**config.mk**
```make
export PLATFORM = sky130hd
export DESIGN_NAME = clock_enable_scheduler
export DESIGN_NICKNAME = d
export VERILOG_FILES = /design/src/rtl/clock_enable_scheduler_pkg.sv /design/src/rtl/clock_enable_scheduler_rr_arbiter.sv /design/src/rtl/clock_enable_scheduler.sv
export SDC_FILE = /design/constraint.sdc
export NUM_CORES = 1
export LEC_CHECK = 0
export BUFFER_PORTS_ARGS = -buffer_cell sky130_fd_sc_hd__buf_2
export CAP_MARGIN = 20
export CORE_MARGIN = 4
export CORE_UTILIZATION = 50
export CTS_BUF_LIST = sky130_fd_sc_hd__clkbuf_4
export DETAILED_ROUTE_END_ITERATION = 16
export HOLD_SLACK_MARGIN = 0.05
export PLACE_DENSITY = 0.72
export SKIP_LAST_GASP = 1
export SYNTH_ARGS = -nofsm -noshare
export SYNTH_HDL_FRONTEND = slang
export SYNTH_SLANG_ARGS = --single-unit
```
**constraint.sdc**
```tcl
create_clock -name clk_in -period 2.8 [get_ports clk_in]
set_input_delay 0.84 -clock clk_in [delete_from_list [all_inputs] [get_ports clk_in]]
set_output_delay 0.84 -clock clk_in [all_outputs]
set_load 0.05 [all_outputs]
```
**src/rtl/clock_enable_scheduler_pkg.sv**
```systemverilog
// Shared definitions for the clock-enable scheduler: state encoding and parameter checks.
package clock_enable_scheduler_pkg;

  localparam int unsigned StateW = 2;

  typedef enum logic [StateW-1:0] {
    StOff  = 2'd0,
    StWarm = 2'd1,
    StOn   = 2'd2,
    StCool = 2'd3
  } state_e;

  localparam int unsigned NreqMin  = 2;
  localparam int unsigned NreqMax  = 8;
  localparam int unsigned DelayMin = 1;
  localparam int unsigned DelayMax = 255;

  function automatic bit params_ok(input int unsigned nreq, input int unsigned warmup,
                                   input int unsigned idle, input int unsigned cnt_w);
    int unsigned max_load;
    max_load = ((warmup > idle) ? warmup : idle) - 1;
    return (nreq >= NreqMin) && (nreq <= NreqMax) &&
           (warmup >= DelayMin) && (warmup <= DelayMax) &&
           (idle >= DelayMin) && (idle <= DelayMax) &&
           (cnt_w >= 1) && (cnt_w <= 31) && (max_load < (32'd1 << cnt_w));
  endfunction

endpackage

```
**src/rtl/clock_enable_scheduler_rr_arbiter.sv**
```systemverilog
// Combinational round-robin pick: first set request at or after the pointer, with wrap-around.
module rr_arbiter #(
  parameter int unsigned NREQ = 4,
  parameter int unsigned PtrW = $clog2(NREQ)
) (
  input  logic [NREQ-1:0] req_i,
  input  logic [PtrW-1:0] ptr_i,
  output logic [NREQ-1:0] winner_o,
  output logic            valid_o
);

  logic [PtrW-1:0] idx;

  always_comb begin
    winner_o = '0;
    valid_o  = 1'b0;
    idx      = '0;
    for (int unsigned i = 0; i < NREQ; i++) begin
      idx = PtrW'((32'(ptr_i) + i) % NREQ);
      if (!valid_o && req_i[idx]) begin
        winner_o[idx] = 1'b1;
        valid_o       = 1'b1;
      end
    end
  end

endmodule

```
**src/rtl/clock_enable_scheduler.sv**
```systemverilog
// Clock-enable scheduler: OFF/WARM/ON/COOL control of a gated clock region with a
// round-robin, hold-while-requested grant among NREQ requesters.
module clock_enable_scheduler
  import clock_enable_scheduler_pkg::*;
#(
  parameter int unsigned NREQ         = 4,
  parameter int unsigned WARMUP       = 4,
  parameter int unsigned IDLE_TIMEOUT = 16,
  parameter int unsigned CNT_W        = 8
) (
  input  logic              clk_in,
  input  logic              reset,
  input  logic [NREQ-1:0]   req,
  input  logic              force_on,
  output logic              ce,
  output logic              ready,
  output logic [NREQ-1:0]   gnt,
  output logic [StateW-1:0] state_o
);

  localparam int unsigned PtrW     = $clog2(NREQ);
  localparam logic [CNT_W-1:0] WarmLoad = CNT_W'(WARMUP - 1);
  localparam logic [CNT_W-1:0] IdleLoad = CNT_W'(IDLE_TIMEOUT - 1);

  if (!params_ok(NREQ, WARMUP, IDLE_TIMEOUT, CNT_W)) begin : gen_bad_params
    $error("clock_enable_scheduler: parameter out of range");
  end

  state_e          state_q;
  logic [CNT_W-1:0] cnt_q;
  logic [PtrW-1:0] ptr_q;
  logic [NREQ-1:0] gnt_q;
  logic            ce_q;
  logic            ready_q;

  logic            act;
  logic [NREQ-1:0] winner;
  logic            win_valid;
  logic [PtrW-1:0] win_idx;
  logic [PtrW-1:0] next_ptr;

  assign act = (|req) | force_on;

  rr_arbiter #(
    .NREQ(NREQ),
    .PtrW(PtrW)
  ) u_rr_arbiter (
    .req_i   (req),
    .ptr_i   (ptr_q),
    .winner_o(winner),
    .valid_o (win_valid)
  );

  always_comb begin
    win_idx = '0;
    for (int unsigned i = 0; i < NREQ; i++) begin
      if (winner[i]) win_idx = PtrW'(i);
    end
    next_ptr = (win_idx == PtrW'(NREQ - 1)) ? '0 : win_idx + PtrW'(1);
  end

  always_ff @(posedge clk_in or posedge reset) begin
    if (reset) begin
      state_q <= StOff;
      cnt_q   <= '0;
      ptr_q   <= '0;
      gnt_q   <= '0;
      ce_q    <= 1'b0;
      ready_q <= 1'b0;
    end else begin
      unique case (state_q)
        StOff: begin
          if (act) begin
            state_q <= StWarm;
            cnt_q   <= WarmLoad;
            ce_q    <= 1'b1;
          end
        end
        StWarm: begin
          if (cnt_q == '0) begin
            state_q <= StOn;
            ready_q <= 1'b1;
          end else begin
            cnt_q <= cnt_q - CNT_W'(1);
          end
        end
        StOn: begin
          if (gnt_q != '0) begin
            // Holder released: hand over on the same edge, holder's bit is already low.
            if ((gnt_q & req) == '0) begin
              gnt_q <= winner;
              if (win_valid) ptr_q <= next_ptr;
            end
          end else if (win_valid) begin
            gnt_q <= winner;
            ptr_q <= next_ptr;
          end else if (!act) begin
            state_q <= StCool;
            cnt_q   <= IdleLoad;
            ready_q <= 1'b0;
          end
        end
        StCool: begin
          if (act) begin
            state_q <= StOn;
            ready_q <= 1'b1;
          end else if (cnt_q == '0) begin
            state_q <= StOff;
            ce_q    <= 1'b0;
          end else begin
            cnt_q <= cnt_q - CNT_W'(1);
          end
        end
        default: begin
          state_q <= StOff;
          ce_q    <= 1'b0;
          ready_q <= 1'b0;
          gnt_q   <= '0;
        end
      endcase
    end
  end

  assign ce      = ce_q;
  assign ready   = ready_q;
  assign gnt     = gnt_q;
  assign state_o = state_q;

endmodule

```
After elaboration in Yosys (flattened, before gate mapping)
Cells that the tools add are included.

Output and inout bits: 8. Memories: 0. Word-level logic and storage cells: 120. ROM bits: 0. Bits in writable memories: 0. Bits of input ports: 7. Latch bits: 0. Flip-flop bits (word level): 18.

$add $sub $neg: 5. Mux-type cells: 58. Equality and inequality tests: 14. Multiply operators: 0. Bitwise logic cells: 5. $lt $le $gt $ge: 8. Divide/modulo/power cells: 0. Shift operators: 0. Reduce and logical (&&, ||, !) cells: 24.

Operator list (count): 8-bit 2-to-1 mux (6); 8-bit case mux with 4 select lines (1); 4-bit 2-to-1 mux (7); 2-bit 2-to-1 mux (13); 1-bit 2-to-1 mux (20); 2-bit != test (second input constant) (8); 2-bit by 3-bit < comparator with 1-bit output (second input constant) (4); 4-bit bitwise OR (3); 6-bit AND reduction (2); 1-bit binary-select mux with 2-bit select (4); 1-bit demux with 2-bit select (4); 2-bit by 1-bit greater-or-equal comparator with 1-bit output (second input constant) (4); 8-bit zero test (1); 2-bit case mux with 4 select lines (1); 8-bit by 1-bit subtractor with 8-bit output (second input constant) (1); 1-bit logical AND (7); 2-bit == test (second input constant) (3); 5-bit AND reduction (1); 2-bit by 1-bit adder with 2-bit output (second input constant) (2); 2-bit adder (second input constant) (2); 4-bit bitwise AND (1); 4-bit zero test (1); 4-bit AND reduction (1); 2-bit nonzero test (2); other kinds (13) (15).

Depth between registers and ports, before layout
Gate-level depths: netlist (run 1).

Depth in word-level cells: 20. Gate-level depth with buffers: 10. Mapped depth without buffers: 8.

Hierarchy
From an unflattened synthesis (run 1), not the netlist that was laid out.

Cells, all modules: 163. Area, all modules: 1511.4 um^2.

By module, submodules not included: clock_enable_scheduler (instances 1, area each 1017.2 um^2, cells each 101, seq. area each 450.4 um^2); rr_arbiter (instances 1, area each 494.2 um^2, cells each 62, seq. area each 0.0 um^2).

Worst setup path before layout (run 1)
OpenSTA, ideal clock, no wires.

Path type: reg-to-reg. Start: register ptr_q[0]. End: register ptr_q[0]. Buffers on the path: 2. Cell stages (with the launch flop): 11. Setup slack: 156 ps. Library setup time: 121 ps. Required time: 2679 ps. Clock period less this slack: 2644 ps. Arrival: 2523 ps. Path through: dfrtp_1 buf_2 inv_1 ha_1 clkbuf_1 or3b_1 a2111oi_2 nor2_1 o221ai_1 nand2b_1 a22o_1.

Longest elaborated chain between the ends: 20. Elaborated cells between the ends (all ways): 57. Classes of those cells: add/sub (4); order compare (8); eq/ne (1); mux (31); bitwise (3); reduce/logical (10).

RTL lines: start: declaration (RTL line clock_enable_scheduler.sv:31) `logic [PtrW-1:0] ptr_q;`; start signal: assignment (RTL line clock_enable_scheduler.sv:92) `if (win_valid) ptr_q <= next_ptr;`; start signal: assignment (RTL line clock_enable_scheduler.sv:96) `ptr_q <= next_ptr;`; branches (longest 17 deep; another with 2-bit by 3-bit < comparator with 1-bit output); 2-bit 2-to-1 mux (*) (RTL line clock_enable_scheduler.sv:92, clock_enable_scheduler.sv:94); 2-bit 2-to-1 mux (RTL line clock_enable_scheduler.sv:90) `if ((gnt_q & req) == '0) begin`; 2-bit 2-to-1 mux (*) (RTL line clock_enable_scheduler.sv:88) `if (gnt_q != '0) begin`.

Every way passes the cells marked *. The select of a mux whose other input is x is not followed. A chain may end at the register's enable or synchronous reset.

Final worst setup path (run 1)
Ends and elaborated chain as after synthesis.

==> impl_metrics.ini, run 1 <==
[status]
outcome = finished, final reports clean

[grt]
grt_max_degree = 19
grt_pass1_wl_um = 5823
grt_pass1_vias = 1281
overflow = 0
grt_antenna_before_repair = 0
grt_use_total = 0.1769

[routing]
drt-wirelength-per-cell_um = 14.92
drt_wl_total_um = 3238
first_pass_iters = 6
vias = 1297
ant_nets = 0
drcViolationCount = 0
drt-initial-drc-count = 96
viasPerCell = 5.977

[sta]
hold_ws_ns = 0.5601
timing.final.ws_setup_ns = 0.2619
post-route-period-util = 0.9065
fin_setup_tns_ns = 0
fin_crit_ns = 2.538
hold_viol = 0
drv_slew = 0
relSlewSlack = 0.5505
max_freq_mhz = 394.0
finalSetupViolCount = 0
skew_ns = 0.003596
grt_setup_unrepaired = no
worst_slew_pin_slew_ns = 0.6735

[critical_path]
end_kind = flip-flop
cp_num_buf_inv = 1
r2r_start = ptr_q[0]
r2r_slack_ns = 0.26
slowest_delay_ns = 0.41
r2r_end = ptr_q[0]
cp_data_required_time_ns = 2.98
path_class = flip-flop to flip-flop
worst_path_max_delay_cell = a2111oi_2
path_max_fanout = 7
crit_family = compound AO/OA/AOI/OAI gates
r2r_cells = 8
crit_arrival_ns = 2.72
start_kind = flip-flop
crit_chain = inv_1, ha_1, or3b_1, a2111oi_2, nor2_1, o221ai_1, nand2b_1, a22o_1

[floorplan]
core_area_um2 = 2781
fp.dieArea_um2 = 3874
rows = 19
initial_utilization = 0.5290
die_x_um = 62.25
num_io_pins = 15
die_h_um = 62.25

[layout]
layout-area-overhead-vs-synth_pct = 7.993
fin_cells = 217
utilization = 0.5713
antenna_cells = 0
drive_above_1_share = 0.1989
layout.nets = 202

[synthesis]
ys_seq_area_frac = 0.3061
postSynthAreaPerCell_um2 = 8.555
netlist_area_um2 = 1471
ys_ff_latch = 18
synth_fp_nets = 187
synth_cell_type_count = 46
ys_warn_count = 0
syn_inst = 172

[place]
io_buffers = 14
dp_cells = 213
dp_slack_ns = 0.04585
dp_hpwl_um = 2518
gp_congestion = 0.9260

[cts]
post_cts_buffers = 0
clk_latency_ns = 0.28
cts-htree-levels = 1
cts_hold_buf = 0
clkSinkCount = 18
cts_tree = built
clockRootBuffer = clkbuf_4
cts-buffers-inserted = 3
cts_resized = 0
clk_pin_slew_ns = 0.10
clk_path_buf_depth = 2

[worst_hold_path]
min_path_cells = 2
holdCritStartpoint = ce
hp-class = flip-flop to flip-flop
min_to = ce

[run]
drv_cap = 0

[power]
p_leak_nw = 0.7048
vdd.ir_drop.worst_uv = 687.7
p_per_area_nw_per_um2 = 845.6
[how the worst max path moves through the flow]
| stage | from | end | slack, ns | depth (start not counted) |
|---|---|---|---|---|
| after floorplan | ptr_q[0] | ptr_q[0] | 0.16 | 10 |
| after global placement | req[0] | ptr_q[0] | 0.11 | 7 |
| after detailed placement | req[2] | cnt_q[7] | 0.05 | 8 |
| after CTS | ptr_q[0] | ptr_q[1] | 0.25 | 8 |
| after global routing | ptr_q[0] | ptr_q[1] | 0.01 | 8 |
| final | ptr_q[0] | ptr_q[0] | 0.26 | 8 |
[per-stage QoR]
step	power (mW)	cell area, µm²
3_3_place_gp	1.191	1563
4_1_cts	1.342	1589
5_1_grt	1.462	1589
3_5_place_dp	1.209	1563
2_1_floorplan	1.025	1471
6_report	1.344	1589
[state kept, by name, indices dropped and copies added, names as in the netlist]
name     flops
ce           1
cnt_q        8
ptr_q        2
ready        1
gnt          4
state_o      2
[cell type report]
type / instances / area (µm²)
multi-input cells: 135 / 932.1
fillers: 262 / 1192
clock inverters: 1 / 3.754
flip-flops and latches: 18 / 450.4
clock buffers: 3 / 22.52
inverters: 11 / 41.29
repair buffers: 18 / 100.1
well taps: 31 / 38.79
[report_power, final]
| part | internal [mW] | switching (mW) | total [mW] |
|---|---|---|---|
| Combinational | 0.341 | 0.523 | 0.863 |
| Sequential | 0.311 | 0.0399 | 0.351 |
| Clock | 0.0516 | 0.0778 | 0.129 |
[logic make-up after synthesis]
| group | Yosys count | synth area share |
|---|---|---|
| compound gates | 43 | 0.2049 |
| fa+ha+maj | 8 | 0.06803 |
| buf+inv | 19 | 0.06037 |
| flops | 18 | 0.3061 |
| mux | 13 | 0.1046 |
| simple gates | 71 | 0.2560 |
[cell usage after synthesis, drive strengths merged]
cell type	instances	share of area
a2111oi	1	0.010
a211oi	4	0.024
a21oi	9	0.031
a221oi	1	0.010
a22o	4	0.024
a22oi	2	0.010
a31oi	3	0.013
a32o	1	0.0068
and2	3	0.013
and3	1	0.0043
and4	1	0.0060
buf	4	0.022
clkbuf	4	0.010
dfrtp	18	0.31
ha	8	0.068
inv	11	0.028
mux2	6	0.046
mux2i	6	0.041
mux4	1	0.018
nand2	18	0.048
nand2b	3	0.013
nand3	4	0.014
nand3b	1	0.0051
nor2	20	0.051
nor3	5	0.017
nor3b	4	0.027
nor4	3	0.013
nor4b	1	0.0060
o211ai	1	0.0051
o21ai	9	0.031
o221ai	2	0.012
o22a	1	0.0060
o22ai	3	0.013
o31ai	2	0.010
or2	1	0.0060
or3	2	0.0085
or3b	1	0.0060
or4	2	0.013
or4b	1	0.0068
[routing by layer]
metal	global-route usage	wire, µm	vias to the layer above
li1	-	-	652
met1	0.2661	1606	604
met2	0.2617	1441	37
met3	0.03243	154	4
met4	0.03794	35	0
met5	0	0	-
[worst min-delay path, stage by stage (launching register included)]
cell and delay (ns):
dfrtp_1 0.38, a21oi_1 0.07, nor2_1 0.08
[placed cells by master, fill, tap and decap left out, types with 4 or more instances in the layout]
cell	instances
mux2_2	6
ha_1	8
o21ai_0	6
nand3_1	4
buf_2	14
a22o_1	4
mux2i_1	6
dfrtp_1	18
a21oi_1	9
nor2_1	20
buf_4	4
nor3_1	5
nand2_1	17
inv_1	10
No activity file was read; power rests on OpenSTA's default activity.
==> inputs of run 2 (changes only) <==
Settings changed: SYNTH_HIERARCHICAL from default to 1.
==> run 2 against run 1 <==
Against the previous run:
- clock power about the same
- global-route usage up 0.66 points
- clock-buffer cell count unchanged
- via count up 5.8%
- combinational power up 4.6%
- first-iteration DRC count down 9.4%
- hold slack worse by 0.027 ns
- die area up 2.4%
- critical path type is now primary input to flip-flop
- critical endpoint is now cnt_q[4]
- largest cell class unchanged
- largest power group unchanged
==> impl_metrics.ini, run 2 <==
[routing]
drt-wirelength-per-cell_um = 16.56
vias = 1372
viasPerCell = 6.441
ant_nets = 0
first_pass_iters = 5
drcViolationCount = 0
drt-initial-drc-count = 87
drt_wl_total_um = 3527

[sta]
post-route-period-util = 0.8833
drv_slew = 0
max_freq_mhz = 404.3
grt_setup_unrepaired = no
hold_viol = 0
finalSetupViolCount = 0
relSlewSlack = 0.5484
skew_ns = 0.005330
fin_setup_tns_ns = 0
fin_crit_ns = 2.473
worst_slew_pin_slew_ns = 0.6766
timing.final.ws_setup_ns = 0.3269

[synthesis]
postSynthAreaPerCell_um2 = 9.273
ys_warn_count = 6
synth_flop_cell = dfrtp_1
yosys.area.top_type = dfrtp_1
async_flop_share = 1.000
synth_cell_type_count = 51
synth_edf_count = 0
synth_fp_nets = 178
syn_inst = 163
synth.most_common_cell = dfrtp_1
synthTopCellsByArea = dfrtp_1, ha_1, mux2_2
synth.top_cell.area_share = 0.2980
synthTopCellsByCount = dfrtp_1, nand2_1, nor2_1, ha_1, inv_1
netlist_area_um2 = 1511
ys_ff_latch = 18
ys_seq_area_frac = 0.2980

[power]
p_seq_frac = 0.255
p_per_area_nw_per_um2 = 832.0
total_power_mw = 1.389
pwr-share-comb = 0.650
switching_share = 0.4901
p_leak_nw = 0.7429
p_clk_frac = 0.095
p_int_uw = 708.1
switching_power_uw = 680.6
vdd.ir_drop.worst_uv = 720.6

[critical_path]
crit_top_cell = or4_1
crit_chain = buf_2, or4_1, or4_1, o21ai_1, o31a_1, o211ai_2, a22o_1
slowest_delay_ns = 0.55
cp_num_buf_inv = 1
cp_data_required_time_ns = 2.99
crit_arrival_ns = 2.67
path_max_fanout = 7
worst_path_max_delay_cell = or4_1
end_kind = flip-flop
path_class = primary input to flip-flop
crit_family = simple AND/OR/NAND/NOR gates
start_kind = primary input

[cts]
cts-buffers-inserted = 3
cts_resized = 0
cts_tree = built
post_cts_buffers = 0
clkSinkCount = 18
clk_pin_slew_ns = 0.10
cts-htree-levels = 1
clk_latency_ns = 0.29
cts_hold_buf = 0
clk_path_buf_depth = 2
clockRootBuffer = clkbuf_4

[grt]
grt_use_total = 0.1835
grt_antenna_before_repair = 0
grt_pass1_vias = 1341
grt_pass1_wl_um = 6003
grt_max_degree = 22
overflow = 0

[floorplan]
die_h_um = 62.98
core_area_um2 = 2829
initial_utilization = 0.5343
fp.dieArea_um2 = 3966
die_x_um = 62.98
rows = 19
num_io_pins = 15

[layout]
fin_cells = 213
fillers = 239
top_register = cnt_q
largest_register_ffs = 8
final_cell_mix = dfrtp_1, nand2_1, buf_2, nor2_1
regArea_um2 = 450.4
drive_above_1_share = 0.2418
layout-area-overhead-vs-synth_pct = 10.43
antenna_cells = 0
multiInputGateArea_um2 = 993.5
final_common_cell = dfrtp_1
layout.nets = 198

[status]
outcome = finished, final reports clean

[place]
io_buffers = 14
dp_hpwl_um = 2702
gp_congestion = 0.8999
dp_slack_ns = 0.03464
dp_cells = 209

[worst_hold_path]
hp-class = flip-flop to flip-flop

[run]
drv_cap = 0
run 2: logic make-up after synthesis:
family / after synthesis / synth area share
and+or+nand+nor: 61 / 0.2293
buffers and inverters: 15 / 0.04470
muxes: 16 / 0.1209
adders and majority gates: 8 / 0.06623
xor gates and xnor gates: 1 / 0.005796
AOI/OAI and AO/OA: 44 / 0.2351
DFF: 18 / 0.2980
run 2: power groups by stage:
stage	Combinational, mW	Clock (mW)	Sequential [mW]
after floorplan	0.593	0	0.459
after global placement	0.844	0	0.352
after detailed placement	0.884	0	0.358
after CTS	0.888	0.138	0.353
after global routing	0.967	0.153	0.360
final	0.903	0.132	0.354
run 2: final timing paths:
kind	to	slack (ns)	from	depth (start not counted)
setup / recovery	cnt_q[4]	0.33	req[3]	7
hold / removal	cnt_q[0]	0.53	cnt_q[0]	1
setup reg to reg	ptr_q[0]	0.45	ptr_q[0]	8
hold reg to reg	cnt_q[0]	0.53	cnt_q[0]	1
max in group asynchronous	cnt_q[1]	1.74	reset	2
min in group asynchronous	cnt_q[7]	0.63	reset	2
run 2: metal layers:
layer  track usage  wire (µm)  up-vias
li1              -          -      652
met1        0.2425       1660      659
met2        0.3043       1652       57
met3       0.03237        193        4
met4       0.05234         21        0
met5             0          0        -
run 2: stage by stage:
step,utilization,hold WS (ns),area [µm²]
after floorplan,-,0.4689,1511
after global placement,0.5807,0.5076,1643
after detailed placement,0.5807,0.5190,1643
after CTS,0.5900,0.5383,1669
after global routing,0.5900,0.5765,1669
final,0.5900,0.5327,1669
run 2: final cells by class:
type / instances / area share
Multi-Input combinational cell: 130 / 0.5952
Sequential cell: 18 / 0.2699
Timing Repair Buffer: 22 / 0.07796
Tap cell: 31 / 0.02324
Inverter: 8 / 0.01799
Clock buffer: 3 / 0.01349
Clock inverter: 1 / 0.002249
